`config.mk`:
```
export PLATFORM = sky130hd
export DESIGN_NAME = vector_threshold_comparator
export DESIGN_NICKNAME = d
export VERILOG_FILES = /design/src/rtl/vector_threshold_comparator.sv
export SDC_FILE = /design/constraint.sdc
export NUM_CORES = 1
export LEC_CHECK = 0
export CORE_MARGIN = 2
export CORE_UTILIZATION = 25
export CTS_CLUSTER_SIZE = 40
export DETAILED_ROUTE_END_ITERATION = 10
export PLACE_DENSITY_LB_ADDON = 0.15
export SETUP_SLACK_MARGIN = 0.3
export SLEW_MARGIN = 20
export SYNTH_ARGS = -nofsm -noshare
export SYNTH_HDL_FRONTEND = slang
export SYNTH_SLANG_ARGS = --single-unit
```
`constraint.sdc`:
```
create_clock -name clk -period 3.61 [get_ports clk]
set_clock_uncertainty 0.05 [all_clocks]
set_input_delay 0.722 -clock clk [delete_from_list [all_inputs] [get_ports clk]]
set_output_delay 0.722 -clock clk [all_outputs]
set_load 0.05 [all_outputs]
```
`src/rtl/vector_threshold_comparator.sv`:
```
// Streams one signed vector, flags each element whose magnitude is strictly below a
// latched threshold, and publishes the packed flags together with a one-cycle strobe.
module vector_threshold_comparator #(
   parameter int size_of_data = 6,
   parameter int DATA_W       = 16
) (
   input  logic                    clk,
   input  logic                    rst,
   input  logic                    start,
   input  logic [DATA_W-1:0]       threshold,
   input  logic                    clear,
   input  logic                    elem_valid,
   input  logic [DATA_W-1:0]       elem_data,
   output logic                    elem_ready,
   output logic                    busy,
   output logic                    flags_valid,
   output logic [size_of_data-1:0] flag_vectors_comparator,
   output logic [1:0]              dbg_state
);

   localparam int IDX_W = (size_of_data > 1) ? $clog2(size_of_data) : 1;
   localparam logic [IDX_W-1:0] LAST_IDX = IDX_W'(size_of_data - 1);

   typedef enum logic [1:0] {
      S_IDLE    = 2'd0,
      S_COLLECT = 2'd1,
      S_PUBLISH = 2'd2
   } state_t;

   state_t                  state_q;
   logic [IDX_W-1:0]        idx_q;
   logic [size_of_data-1:0] shadow_q;
   logic [size_of_data-1:0] flags_q;
   logic [DATA_W-1:0]       thr_q;
   logic                    flags_valid_q;

   // Handshake: an element moves when elem_valid and elem_ready are both high at a
   // rising edge; elem_ready depends only on state, so a source may stall indefinitely.
   logic              xfer;
   logic [DATA_W:0]   elem_ext;
   logic [DATA_W:0]   elem_abs;
   logic              below_thr;

   assign elem_ready = (state_q == S_COLLECT);
   assign busy       = (state_q != S_IDLE);
   assign xfer       = elem_valid & elem_ready;

   // One extra bit keeps the magnitude of the most negative element representable.
   assign elem_ext  = {elem_data[DATA_W-1], elem_data};
   assign elem_abs  = elem_data[DATA_W-1] ? (-elem_ext) : elem_ext;
   assign below_thr = (elem_abs < {1'b0, thr_q});

   always_ff @(posedge clk or posedge rst) begin
      if (rst) begin
         state_q       <= S_IDLE;
         idx_q         <= '0;
         shadow_q      <= '0;
         flags_q       <= '0;
         thr_q         <= '0;
         flags_valid_q <= 1'b0;
      end else begin
         flags_valid_q <= 1'b0;
         case (state_q)
            S_IDLE: begin
               if (!clear && start) begin
                  thr_q    <= threshold;
                  idx_q    <= '0;
                  shadow_q <= '0;
                  state_q  <= S_COLLECT;
               end
            end
            S_COLLECT: begin
               if (clear) begin
                  idx_q    <= '0;
                  shadow_q <= '0;
                  state_q  <= S_IDLE;
               end else if (xfer) begin
                  shadow_q[idx_q] <= below_thr;
                  if (idx_q == LAST_IDX) begin
                     idx_q   <= '0;
                     state_q <= S_PUBLISH;
                  end else begin
                     idx_q <= idx_q + 1'b1;
                  end
               end
            end
            S_PUBLISH: begin
               flags_q       <= shadow_q;
               flags_valid_q <= 1'b1;
               state_q       <= S_IDLE;
            end
            default: state_q <= S_IDLE;
         endcase
      end
   end

   assign flags_valid             = flags_valid_q;
   assign flag_vectors_comparator = flags_q;
   assign dbg_state               = state_q;

endmodule

```
==> results of run 1 <==
==> critical path, cell delays in order <==
cell and delay (ns):
sky130_fd_sc_hd__buf_6 0.09, sky130_fd_sc_hd__or4_4 0.57, sky130_fd_sc_hd__buf_4 0.17, sky130_fd_sc_hd__nor3_4 0.13
sky130_fd_sc_hd__nand2_2 0.09, sky130_fd_sc_hd__o31ai_2 0.24, sky130_fd_sc_hd__xnor2_1 0.11, sky130_fd_sc_hd__ha_1 0.32
sky130_fd_sc_hd__a21oi_2 0.19, sky130_fd_sc_hd__o21ai_4 0.10, sky130_fd_sc_hd__a2111oi_4 0.30, sky130_fd_sc_hd__a21oi_2 0.10
sky130_fd_sc_hd__buf_6 0.14, sky130_fd_sc_hd__o21ai_1 0.12
==> state kept, by name, summed over array words and instances (netlist names) <==
register and flops:
shadow_q 6, flags_valid 1, dbg_state 2, flag_vectors_comparator 6
idx_q 3, thr_q 16
==> stage by stage <==
step / hold WS [ns] / std cells / util
finish: 0.456 / 403 / 0.370
CTS: 0.462 / 401 / 0.360
global route: 0.472 / 403 / 0.370
floorplan: 0.414 / 233 / -
global placement: 0.439 / 392 / 0.338
detailed placement: 0.446 / 392 / 0.338
==> logic make-up after synthesis <==
family / Yosys count / synth area share
xor+xnor: 13 / 0.0544
flops: 34 / 0.406
simple gates: 72 / 0.168
fa+ha+maj: 16 / 0.0956
mux: 10 / 0.0520
compound gates: 59 / 0.167
buf+inv: 29 / 0.0562
==> power breakdown <==
| group | switching [mW] | total, mW | internal (mW) |
|---|---|---|---|
| Sequential | 0.0175 | 0.435 | 0.417 |
| Combinational | 0.173 | 0.328 | 0.155 |
| Clock | 0.147 | 0.368 | 0.221 |
==> routing by layer <==
metal | part of all wire | vias up | wire, um | global-route usage
met5 | 0 | - | 0 | 0
li1 | - | 933 | - | -
met3 | 0.037 | 4 | 183 | 0.0277
met2 | 0.50 | 35 | 2440 | 0.190
met1 | 0.45 | 843 | 2230 | 0.145
met4 | 0.0092 | 0 | 45 | 0.0321
==> worst paths after layout <==
kind / slack [ns] / endpoint / depth (start not counted)
setup / recovery: 0.39 / shadow_q[1] / 14
hold / removal: 0.46 / flag_vectors_comparator[3] / 1
setup reg to reg: 1.76 / idx_q[2] / 5
hold reg to reg: 0.46 / flag_vectors_comparator[3] / 1
max in group asynchronous: 2.41 / thr_q[0] / 3
min in group asynchronous: 0.78 / flag_vectors_comparator[4] / 3
==> synth_stat cells, types with 3 or more instances <==
master                      n  area share
sky130_fd_sc_hd__nor2_1    16       0.029
sky130_fd_sc_hd__dfrtp_1   34        0.41
sky130_fd_sc_hd__a21oi_1   11       0.026
sky130_fd_sc_hd__o31ai_1    3       0.011
sky130_fd_sc_hd__ha_1      16       0.096
sky130_fd_sc_hd__nand3_1    4      0.0096
sky130_fd_sc_hd__o21ai_0   35       0.084
sky130_fd_sc_hd__nor3_1     3      0.0072
sky130_fd_sc_hd__clkbuf_1   5      0.0090
sky130_fd_sc_hd__nand2_1   32       0.057
sky130_fd_sc_hd__mux2_2     7       0.038
sky130_fd_sc_hd__mux2i_1    3       0.014
sky130_fd_sc_hd__inv_1     21       0.038
sky130_fd_sc_hd__nor2b_1    3      0.0090
sky130_fd_sc_hd__xnor2_1   13       0.054
sky130_fd_sc_hd__or2_2      3      0.0090
==> area by class of cell <==
cell class	instances	share of cell area
multi-input cells	170	0.413
flip-flops and latches	34	0.281
repair buffers	65	0.198
well taps	105	0.0434
clock buffers	6	0.0273
inverters	22	0.0273
clock inverters	1	0.00993
==> placed cells by master, fill, tap and decap left out, drive strengths merged <==
| cell | Yosys | routed |
|---|---|---|
| o2111ai | 1 | 1 |
| nor2b | 3 | 3 |
| inv | 22 | 22 |
| o221a | 1 | 1 |
| a21oi | 11 | 11 |
| nand2 | 32 | 32 |
| nor4 | 1 | 1 |
| bufinv | 0 | 1 |
| o32ai | 1 | 1 |
| dfrtp | 34 | 34 |
| a2111oi | 1 | 1 |
| nand2b | 1 | 1 |
| o41ai | 2 | 2 |
| nor3b | 2 | 2 |
| or3b | 1 | 1 |
| ha | 16 | 16 |
| a21o | 2 | 2 |
| o31ai | 4 | 4 |
| or4 | 2 | 2 |
| clkbuf | 5 | 9 |
| xnor2 | 13 | 13 |
| nand3b | 1 | 1 |
| mux2 | 7 | 7 |
| and4b | 1 | 1 |
| o21ai | 35 | 35 |
| clkdlybuf4s50 | 0 | 43 |
| and2 | 1 | 1 |
| mux2i | 3 | 3 |
| nand4 | 1 | 1 |
| a211oi | 1 | 1 |
| nor3 | 3 | 3 |
| nor2 | 16 | 16 |
| buf | 2 | 19 |
| nand3 | 4 | 4 |
| or2 | 3 | 3 |
==> repair_timing <==
action / 4_1_cts / 5_1_grt
setup endpoints to repair: 6 / 6
hold buffers: 0 / 0
buffers inserted: 2 / 2
resized for setup: 25 / 24
pin swaps: 12 / 17
hold endpoints to repair: 0 / 0
==> results by stage, run 1 <==
Route:
- The total iterations of the first detailed-routing run is 4.
- The number of remaining DRC errors is 0.
- The detailed-route via count is 1815.
- The routed wire length per instance is roughly 12 um.
- After detailed routing, the total wire length is between 4000 and 5000 um.
- Dividing the detail-routed via count by the number of cells gives ~4.5.
- The remaining antenna violation count is 0.
- The first routing iteration left 24 violations.

STA:
- The number of pins exceeding their max-slew limit in the final report came to 0.
- The count of endpoints failing setup in the final report is 0.
- The count of final hold-check violations came to 0.
- Subtracting the final worst setup slack from the clock period gives 3.22 ns.
- The slew at the pin closest to its max-slew limit is 0.660 ns.
- The final critical-path share of the clock period is 0.893.
- The achievable frequency is slightly above 300 MHz.
- The final critical-path setup slack is around 0.39 ns.
- In this run the tightest slew margin relative to its limit is 0.559.
- The setup TNS is 0 ns.
- Setup repair after global routing could not meet its margin everywhere.

Logic synthesis:
- The count of warnings emitted by yosys is 0.
- In the synthesized netlist the async set-or-reset flop fraction comes to 1.00.
- The total of flip-flops plus latches after synthesis is 34.
- The netlist area before placement is roughly 2100 um2.
- The sequential area share after synthesis is 0.406.
- Counting every instance in the synthesized netlist gives 233.
- After synthesis, the mean cell area works out to 8.99 um2.
- Counting every net in the synthesized netlist gives around 290.
- Yosys mapped a number of flops with a built-in enable equal to 0.
- Counting distinct cell types in the post-synthesis netlist gives 38.
- In the synthesized netlist the dominant register cell turns out to be sky130_fd_sc_hd__dfrtp_1.

Floorplanning:
- The die covers approximately 9100 um2.
- The die is between 90 and 100 um tall.
- The die width is between 90 and 100 um.
- The initialized floorplan defines 33 standard-cell rows.
- The effective utilization at floorplan is 0.256.
- The floorplan step defined a core boundary enclosing about 8200 um2.
- The count of boundary I/O pins is 48.

Placement:
- The congestion estimate from routability-driven global placement came to roughly 0.77.
- The final HPWL from detailed placement is around 3700 um.
- The area of placed instances is 2770 um2.
- Timing analysis after detailed placement gives a worst setup slack of -0.336 ns.
- Port buffering added 47 buffers.

Critical path:
- The startpoint type of the worst setup path is an input pin.
- The largest fanout on the critical path is 6.
- The class of the most critical setup path is input pin to flip-flop.
- For the worst setup path, the data required time is 3.78 ns.
- The worst setup path is captured at a flip-flop.
- The critical path arrival is roughly 3.4 ns.
- Tracing the worst setup path back leads to its startpoint at elem_data[2].
- The critical register-to-register path startpoint is dbg_state[0].

Power:
- Summed over all cells, the static leakage comes to between 1 and 1.5 nW.
- The total chip power is 1.13 mW.
- The peak supply drop is between 0.00015 and 0.0002 V.
- The ratio of total power to cell area is between 300 and 400 nW/um2.

CTS:
- In this run, CTS created clock tree buffers numbering 5.
- The cell chosen for the clock root is sky130_fd_sc_hd__clkbuf_8.
- Counting every sink on the clock net gives 34.
- The H-tree was split into 2 levels.
- Clock-pin slew was measured on the worst setup and hold paths at around 0.070 ns.
- TritonCTS built the clock tree.
- At the later pin of the worst-skew pair, clock insertion delay measures just under 0.3 ns.
- The largest buffer count on any clock path is 2.

Finish:
- With fillers left out, the area of the finished cells amounts to between 3000 and 4000 um2.
- Of the cells placed in the final design, the portion with a size suffix greater than 1 is 0.211.
- Counting the fill cells in the layout gives 866.
- The final layout contains between 300 and 400 nets.
- The register cell area after layout is about 850 um2.
- The area growth from synthesis to final layout is 44.4%.
- The total inserted antenna cells is 0.
- The multi-input logic area is between 1000 and 1500 um2.

Global route:
- The overall fraction of global-route tracks in use is 0.113.
- Entering global routing, the biggest net connects 35 pins.
- The number of global-route vias before repair is 1723.
- The number of antenna violations at the first check in global routing came to 0.
- The remaining global-route overflow is 0.
- The first global-routing pass estimated approximately 8000 um of wire.

Min path:
- The tightest min-delay check is of the flip-flop to flip-flop type.
- The startpoint of the most critical hold path is flag_vectors_comparator[3].

Status:
- The flow ran to the end, and the final reports show no timing, DRC or antenna violations.

Job:
- Across the run, the number of max-cap violations was 0.
No activity file was read; power rests on OpenSTA's default activity.
==> run 2, diff against run 1 <==
CORE_MARGIN = default   (was 2)
clock period = 4.1 ns   (was 3.61 ns; I/O delays follow)
==> results by stage, run 2 (synthesis gave the netlist of run 1 again) <==
Critical path:
- The required time of the critical path is roughly 4.3 ns.
- The origin of the worst setup path is elem_data[4].
- The worst register-to-register path begins at dbg_state[0].
- For the worst flop-to-flop path, the logic depth is 5.
- The class of the most critical setup path is input pin to flip-flop.
- The setup check on the worst reg-to-reg path leaves a slack of between 2 and 2.5 ns.
- The endpoint type of the worst setup path is a flip-flop.
- The startpoint type of the worst setup path is an input pin.
- Of all nets on the critical path, the largest fanout is 6.
- The endpoint identified for the worst register-to-register timing path is idx_q[1].
- The critical path arrival is 3.75 ns.
- The capturing element of the worst setup path is shadow_q[2].

STA:
- The count of final hold-check violations is 0.
- Based on the critical path, the design can be clocked at up to 278 MHz.
- Measured against its own limit, the worst slew margin works out to 0.550.
- The slew at the pin closest to its max-slew limit is around 0.67 ns.
- The number of pins exceeding their max-slew limit in the final report is 0.
- Adding up every negative setup slack in the final design gives 0 ns.
- Final hold analysis gives a worst-case slack of 0.454 ns.
- Setup violations remaining at the end of the flow were counted as 0.
- Setup repair after global routing left no endpoint under its margin.
- The final critical-path share of the clock period is 0.879.
- The shortest period the worst path allows is about 3.6 ns.

Finish:
- The core occupancy in the finished layout is 0.341.
- The area growth from synthesis to layout is 33.3%.
- The register with the most flip-flops in the layout has 16 of them.
- The repair_antennas step left the layout with diodes totalling 0.
- The final net count is about 340.
- The library cells used most frequently in the layout, excluding fill and tap cells, are sky130_fd_sc_hd__clkdlybuf4s50_1, sky130_fd_sc_hd__dfrtp_1, sky130_fd_sc_hd__o21ai_0, sky130_fd_sc_hd__nand2_1, sky130_fd_sc_hd__inv_1.
- thr_q holds more flip-flops than any other register.
- The most common cell after layout, fill and taps aside is sky130_fd_sc_hd__clkdlybuf4s50_1.
- Fill cells in the final layout number between 800 and 900.
- The layout cell share with drive strength beyond 1 is 0.106.

Global route:
- The number of antenna violations at the first check in global routing is 0.
- The largest net degree at the start of global routing is 32.
- The first global-routing pass estimated around 7900 um of wire.
- The total overflow left after global routing is 0.
- The number of global-route vias before repair is about 1700.
- In the global route stage, overall resource usage came out at 0.116.

Floorplanning:
- The count of boundary I/O pins is 48.
- The area inside the core boundary is approximately 8200 um2.
- The die width is between 90 and 100 um.
- The die covers 8750 um2.
- The initial utilization of the core area, before any placement, comes to 0.256.
- The height of the die is 93.5 um.
- The row count is 33.

Min path:
- The worst hold-check path type is flip-flop to flip-flop.

CTS:
- Clock-pin slew was measured on the worst setup and hold paths at about 0.06 ns.
- The clock tree from TritonCTS is built.
- TritonCTS created 5 clock buffers.
- The clock tree synthesis step divided the H-tree into 2 levels.
- The cell chosen for the clock root is sky130_fd_sc_hd__clkbuf_8.
- The largest buffer count on any clock path is 2.
- Clock latency on the worst-skew pair, taken at its later pin, is roughly 0.28 ns.
- The number of setup buffers added after CTS is 0.
- The clock net sink count is 34.

Placement:
- Routability-driven placement finished with a final weighted congestion of ~0.76.
- Input and output buffers added on the ports amount to 47.
- Once detailed placement completed, the half-perimeter wirelength came to 3590 um.

Route:
- The iteration-0 DRC count of the detailed router is 43.
- The sum of routed wire length over all layers is 4540 um.
- For this run, design rule violations remaining after detail routing come to 0.
- After detailed routing, the average wire length per cell comes to around 12 um.
- The total iterations of the first detailed-routing run is 4.
- The via density per instance is roughly 4.5.
- The detailed-route via count is approximately 1700.
- The remaining antenna violation count is 0.

Job:
- The number of max-capacitance violations reported is 0.

Status:
- The flow ran to the end, and the final reports show no timing, DRC or antenna violations.

Power:
- Across the VDD grid, the largest voltage drop is around 0.00013 V.
- For this design the ratio of total power to cell area is approximately 310 nW/um2.
- Summed over all cells, the static leakage comes to approximately 1.2 nW.
run 2: cell type report:
type                       instances  area [um2]  share of cell area
multi-input combinational        170        1150               0.412
sequential                        34         851               0.305
timing repair buffer              51         500               0.179
tap                              105         131              0.0471
inverter                          22        82.6              0.0296
clock buffer                       7        76.3              0.0273
run 2: power by group:
| part | internal (mW) | switching (mW) |
|---|---|---|
| Combinational | 0.110 | 0.126 |
| Clock | 0.117 | 0.117 |
| Sequential | 0.368 | 0.0165 |
run 2: worst max-delay path, stage by stage:
cell and delay (ns):
sky130_fd_sc_hd__clkdlybuf4s50_1 0.46, sky130_fd_sc_hd__or4_4 0.60, sky130_fd_sc_hd__nor4_4 0.27, sky130_fd_sc_hd__inv_2 0.09
sky130_fd_sc_hd__o41ai_2 0.23, sky130_fd_sc_hd__xnor2_1 0.18, sky130_fd_sc_hd__ha_1 0.26, sky130_fd_sc_hd__nand2_1 0.09
sky130_fd_sc_hd__o21ai_2 0.07, sky130_fd_sc_hd__a2111oi_2 0.33, sky130_fd_sc_hd__a21oi_2 0.16, sky130_fd_sc_hd__o21ai_0 0.19
run 2: how the worst min path moves through the flow:
stage               cells after the start                  startpoint  slack [ns]                    endpoint
finish                                  1  flag_vectors_comparator[2]        0.45  flag_vectors_comparator[2]
detailed placement                      1  flag_vectors_comparator[3]        0.45  flag_vectors_comparator[3]
CTS                                     1  flag_vectors_comparator[3]        0.46  flag_vectors_comparator[3]
global route                            1  flag_vectors_comparator[3]        0.47  flag_vectors_comparator[3]
floorplan                               2                 shadow_q[0]        0.41                 shadow_q[0]
global placement                        1  flag_vectors_comparator[2]        0.44  flag_vectors_comparator[2]
run 2: what timing repair did:
| item | CTS | global route |
|---|---|---|
| hold buffers | 0 | 0 |
| gates resized for setup | 0 | 8 |
| setup endpoints to repair | 0 | 6 |
run 2: routing by layer:
| layer | up-vias | routed length [um] | track usage |
|---|---|---|---|
| met5 | - | 0 | 0 |
| met2 | 35 | 2120 | 0.187 |
| met1 | 799 | 2170 | 0.151 |
| met3 | 5 | 184 | 0.0301 |
| li1 | 901 | - | - |
| met4 | 0 | 68 | 0.0385 |
run 2: per-stage QoR:
step	std cells	power, mW	setup slack [ns]	instance area [um2]
final	389	0.854	0.496	2790
after floorplan	233	0.533	0.804	2090
after global routing	389	0.915	0.324	2790
after detailed placement	382	0.621	0.00183	2690
after global placement	382	0.618	0.0789	2690
after CTS	389	0.855	0.307	2770
==> run 3, diff against run 2 <==
HOLD_SLACK_MARGIN = 0.12   (was default)
clock period = 4.5 ns   (was 4.1 ns; I/O delays follow)
==> results by stage, run 3 (synthesis gave the netlist of run 1 again) <==
STA:
- The slew at the pin closest to its max-slew limit is between 0.6 and 0.7 ns.
- The final critical-path setup slack is between 0.7 and 0.8 ns.
- The number of pins exceeding their max-slew limit in the final report was 0.
- The smallest clock period supported by the final layout is computed as 3.77 ns.
- The count of final hold-check violations is 0.
- The achievable frequency is about 270 MHz.
- In the final timing run, aggregate negative setup slack is 0 ns.
- Dividing the final minimum period by the clock period gives 0.838.
- The worst relative slew slack is 0.565.
- The count of endpoints failing setup in the final report is 0.
- Setup repair after global routing left no endpoint under its margin.

Placement:
- The placer congestion estimate is between 0.7 and 0.8.
- OpenSTA, run right after detailed placement, puts the worst setup slack at 0.312 ns.
- In this run the tool buffered the top-level ports with 47 buffer cells.
- After legalization and detailed placement, the total HPWL measured 3510 um.

Critical path:
- STA classifies the critical path startpoint as an input pin.
- For flop-to-flop paths, the worst setup slack is between 2 and 3 ns.
- In this run the worst path has a maximum fanout of 6.
- The critical path contains buffers and inverters numbering 2 combined.
- The critical path depth is 12.
- The critical path arrival is between 3 and 4 ns.
- Among cell families on the critical path, the largest total delay comes from compound AO/OA/AOI/OAI gates.
- The required time of the critical path is roughly 4.6 ns.
- The largest single stage delay on the critical path is just under 0.6 ns.
- The endpoint type of the worst setup path is a flip-flop.
- The signal on the critical path passes through clkdlybuf4s50_1, or4_4, nor4_4, inv_2, o41ai_2, xnor2_1, ha_1, nand2_1, o21ai_0, o2111ai_1, a21oi_2, o21ai_0.
- The worst register-to-register path has a depth of 5.
- The endpoint of the worst-slack reg-to-reg timing path is idx_q[1].
- The most numerous cell on the critical path is sky130_fd_sc_hd__o21ai_0.
- The critical register-to-register path startpoint is dbg_state[0].
- For this design, the slowest cell found on the critical path is sky130_fd_sc_hd__or4_4.
- The class of the most critical setup path is input pin to flip-flop.

CTS:
- In this run the deepest clock path goes through 2 buffers.
- The clock buffer count from CTS is 5.
- TritonCTS built the clock tree.
- The clock insertion delay at the later pin of the skew report is between 0.2 and 0.3 ns.
- After clock tree synthesis, the clock-pin slew on the worst setup and hold paths is 0.07 ns.
- The cell sitting at the root of the clock tree is a sky130_fd_sc_hd__clkbuf_8.
- The H-tree was split into 2 levels.
- Clock tree synthesis found a total of 34 sinks.
- Hold repair after CTS inserted 0 buffers.

Power:
- The relative contribution of sequential cells to total power is 0.411.
- The internal power consumption is ~0.61 mW.
- The peak supply drop is 0.000107 V.
- The static power due to leakage is 1.21 nW.
- Of the total power, the share spent switching nets is 0.281.
- For this design the ratio of total power to cell area is 303 nW/um2.
- Of the total power, the clock network draws 0.339.
- The combinational group share of total power is 0.250.
- In this run the power spent charging and discharging nets is between 0.2 and 0.25 mW.

Route:
- The detailed-route via count is roughly 1700.
- Dividing the detail-routed wire length by the instance count gives roughly 12 um.
- The pre-antenna-repair detailed-routing pass consisted of 4 iterations.
- The iteration-0 DRC count of the detailed router is 47.
- The sum of routed wire length over all layers is between 4000 and 5000 um.
- In the routed design, unresolved DRC markers number 0.
- The via density per instance is approximately 4.5.
- The detail route stage leaves a number of antenna-violating nets equal to 0.

Floorplanning:
- The die width is around 94 um.
- The effective utilization at floorplan is 0.256.
- The height of the die is slightly above 90 um.
- The floorplan step defined a die boundary enclosing 8750 um2.
- The row count is 33.
- The count of boundary I/O pins is 48.
- The region available for standard cell placement spans slightly above 8000 um2.

Finish:
- The register with the most flip-flops in the layout has 16 of them.
- The most common cell after layout, fill and taps aside is sky130_fd_sc_hd__clkdlybuf4s50_1.
- 0 antenna diodes ended up in the layout.
- From synthesis to final layout, the design area changed by 34.0%.
- The final net count is ~340.
- In the layout the commonest cells are sky130_fd_sc_hd__clkdlybuf4s50_1, sky130_fd_sc_hd__o21ai_0, sky130_fd_sc_hd__dfrtp_1, sky130_fd_sc_hd__nand2_1, sky130_fd_sc_hd__inv_1.
- Of the cells placed in the final design, the portion with a size suffix greater than 1 is 0.0989.
- The register with the most flip-flops in the final layout is thr_q.

Min path:
- Along the worst hold path, the cell count comes to 1.
- The end point of the most critical hold path is flag_vectors_comparator[1].
- The worst hold-check path type is flip-flop to flip-flop.
- The startpoint of the most critical hold path is shadow_q[1].

Global route:
- Entering global routing, the biggest net connects 35 pins.
- The number of antenna violations at the first check in global routing is 0.
- The number of global-route vias before repair is ~1600.
- The wire length of the first global-routing pass is about 7600 um.
- Summed over all layers, the global routing overflow is 0.
- In the global route stage, overall resource usage came out at 0.113.

Status:
- The flow ran to the end, and the final reports show no timing, DRC or antenna violations.

Job:
- The number of max-capacitance violations reported is 0.
==> run 3: worst max-delay path by stage <==
stage	start	endpoint	slack, ns
6_report	elem_data[4]	shadow_q[1]	0.73
5_1_grt	elem_data[4]	shadow_q[2]	0.42
3_5_place_dp	elem_data[4]	shadow_q[1]	0.31
3_3_place_gp	elem_data[4]	shadow_q[3]	0.39
2_1_floorplan	elem_data[4]	shadow_q[1]	1.12
4_1_cts	elem_data[4]	shadow_q[1]	0.61
==> run 3: repair_timing <==
item                                    4_1_cts  5_1_grt
buffers inserted                              0        0
endpoints found under the hold margin         0        0
gates resized for setup                       0        3
endpoints found under the setup margin        0        6
==> run 3: routing by layer <==
metal  track usage  share of wire  vias to the layer above
met3        0.0252          0.040                        6
met2         0.176           0.47                       35
met1         0.152           0.47                      794
met5             0              0                        -
li1              -              -                      900
met4        0.0385          0.014                        0
==> run 3: worst reg2reg max path, cell delays in order, from the launching register on <==
cell and delay (ns):
sky130_fd_sc_hd__dfrtp_1 0.49, sky130_fd_sc_hd__or3b_1 0.43, sky130_fd_sc_hd__a21o_1 0.24, sky130_fd_sc_hd__or2_2 0.32, sky130_fd_sc_hd__mux2i_1 0.16, sky130_fd_sc_hd__nor2_1 0.05
==> run 3: power by group through the flow <==
stage | sequential (mW) | combinational (mW) | clock (mW)
finish | 0.349 | 0.212 | 0.288
floorplan | 0.351 | 0.135 | 0
global placement | 0.355 | 0.207 | 0
global route | 0.353 | 0.244 | 0.313
CTS | 0.349 | 0.210 | 0.298
detailed placement | 0.355 | 0.209 | 0
==> run 3: layout make-up <==
class                   instances  area, um2
fillers                       848       5370
well taps                     105        131
multi-input cells             170       1140
clock inverters                 1       30.0
clock buffers                   6       82.6
flip-flops and latches         34        851
inverters                      22       82.6
repair buffers                 50        493
==> run 3: per-stage QoR <==
| stage | instance area [um2] | util | power, mW | std cells | hold slack (ns) |
|---|---|---|---|---|---|
| detailed placement | 2680 | 0.328 | 0.564 | 381 | 0.438 |
| floorplan | 2090 | - | 0.486 | 233 | 0.414 |
| CTS | 2800 | 0.342 | 0.858 | 388 | 0.459 |
| finish | 2810 | 0.343 | 0.850 | 388 | 0.457 |
| global placement | 2680 | 0.328 | 0.563 | 381 | 0.439 |
| global route | 2810 | 0.343 | 0.910 | 388 | 0.482 |
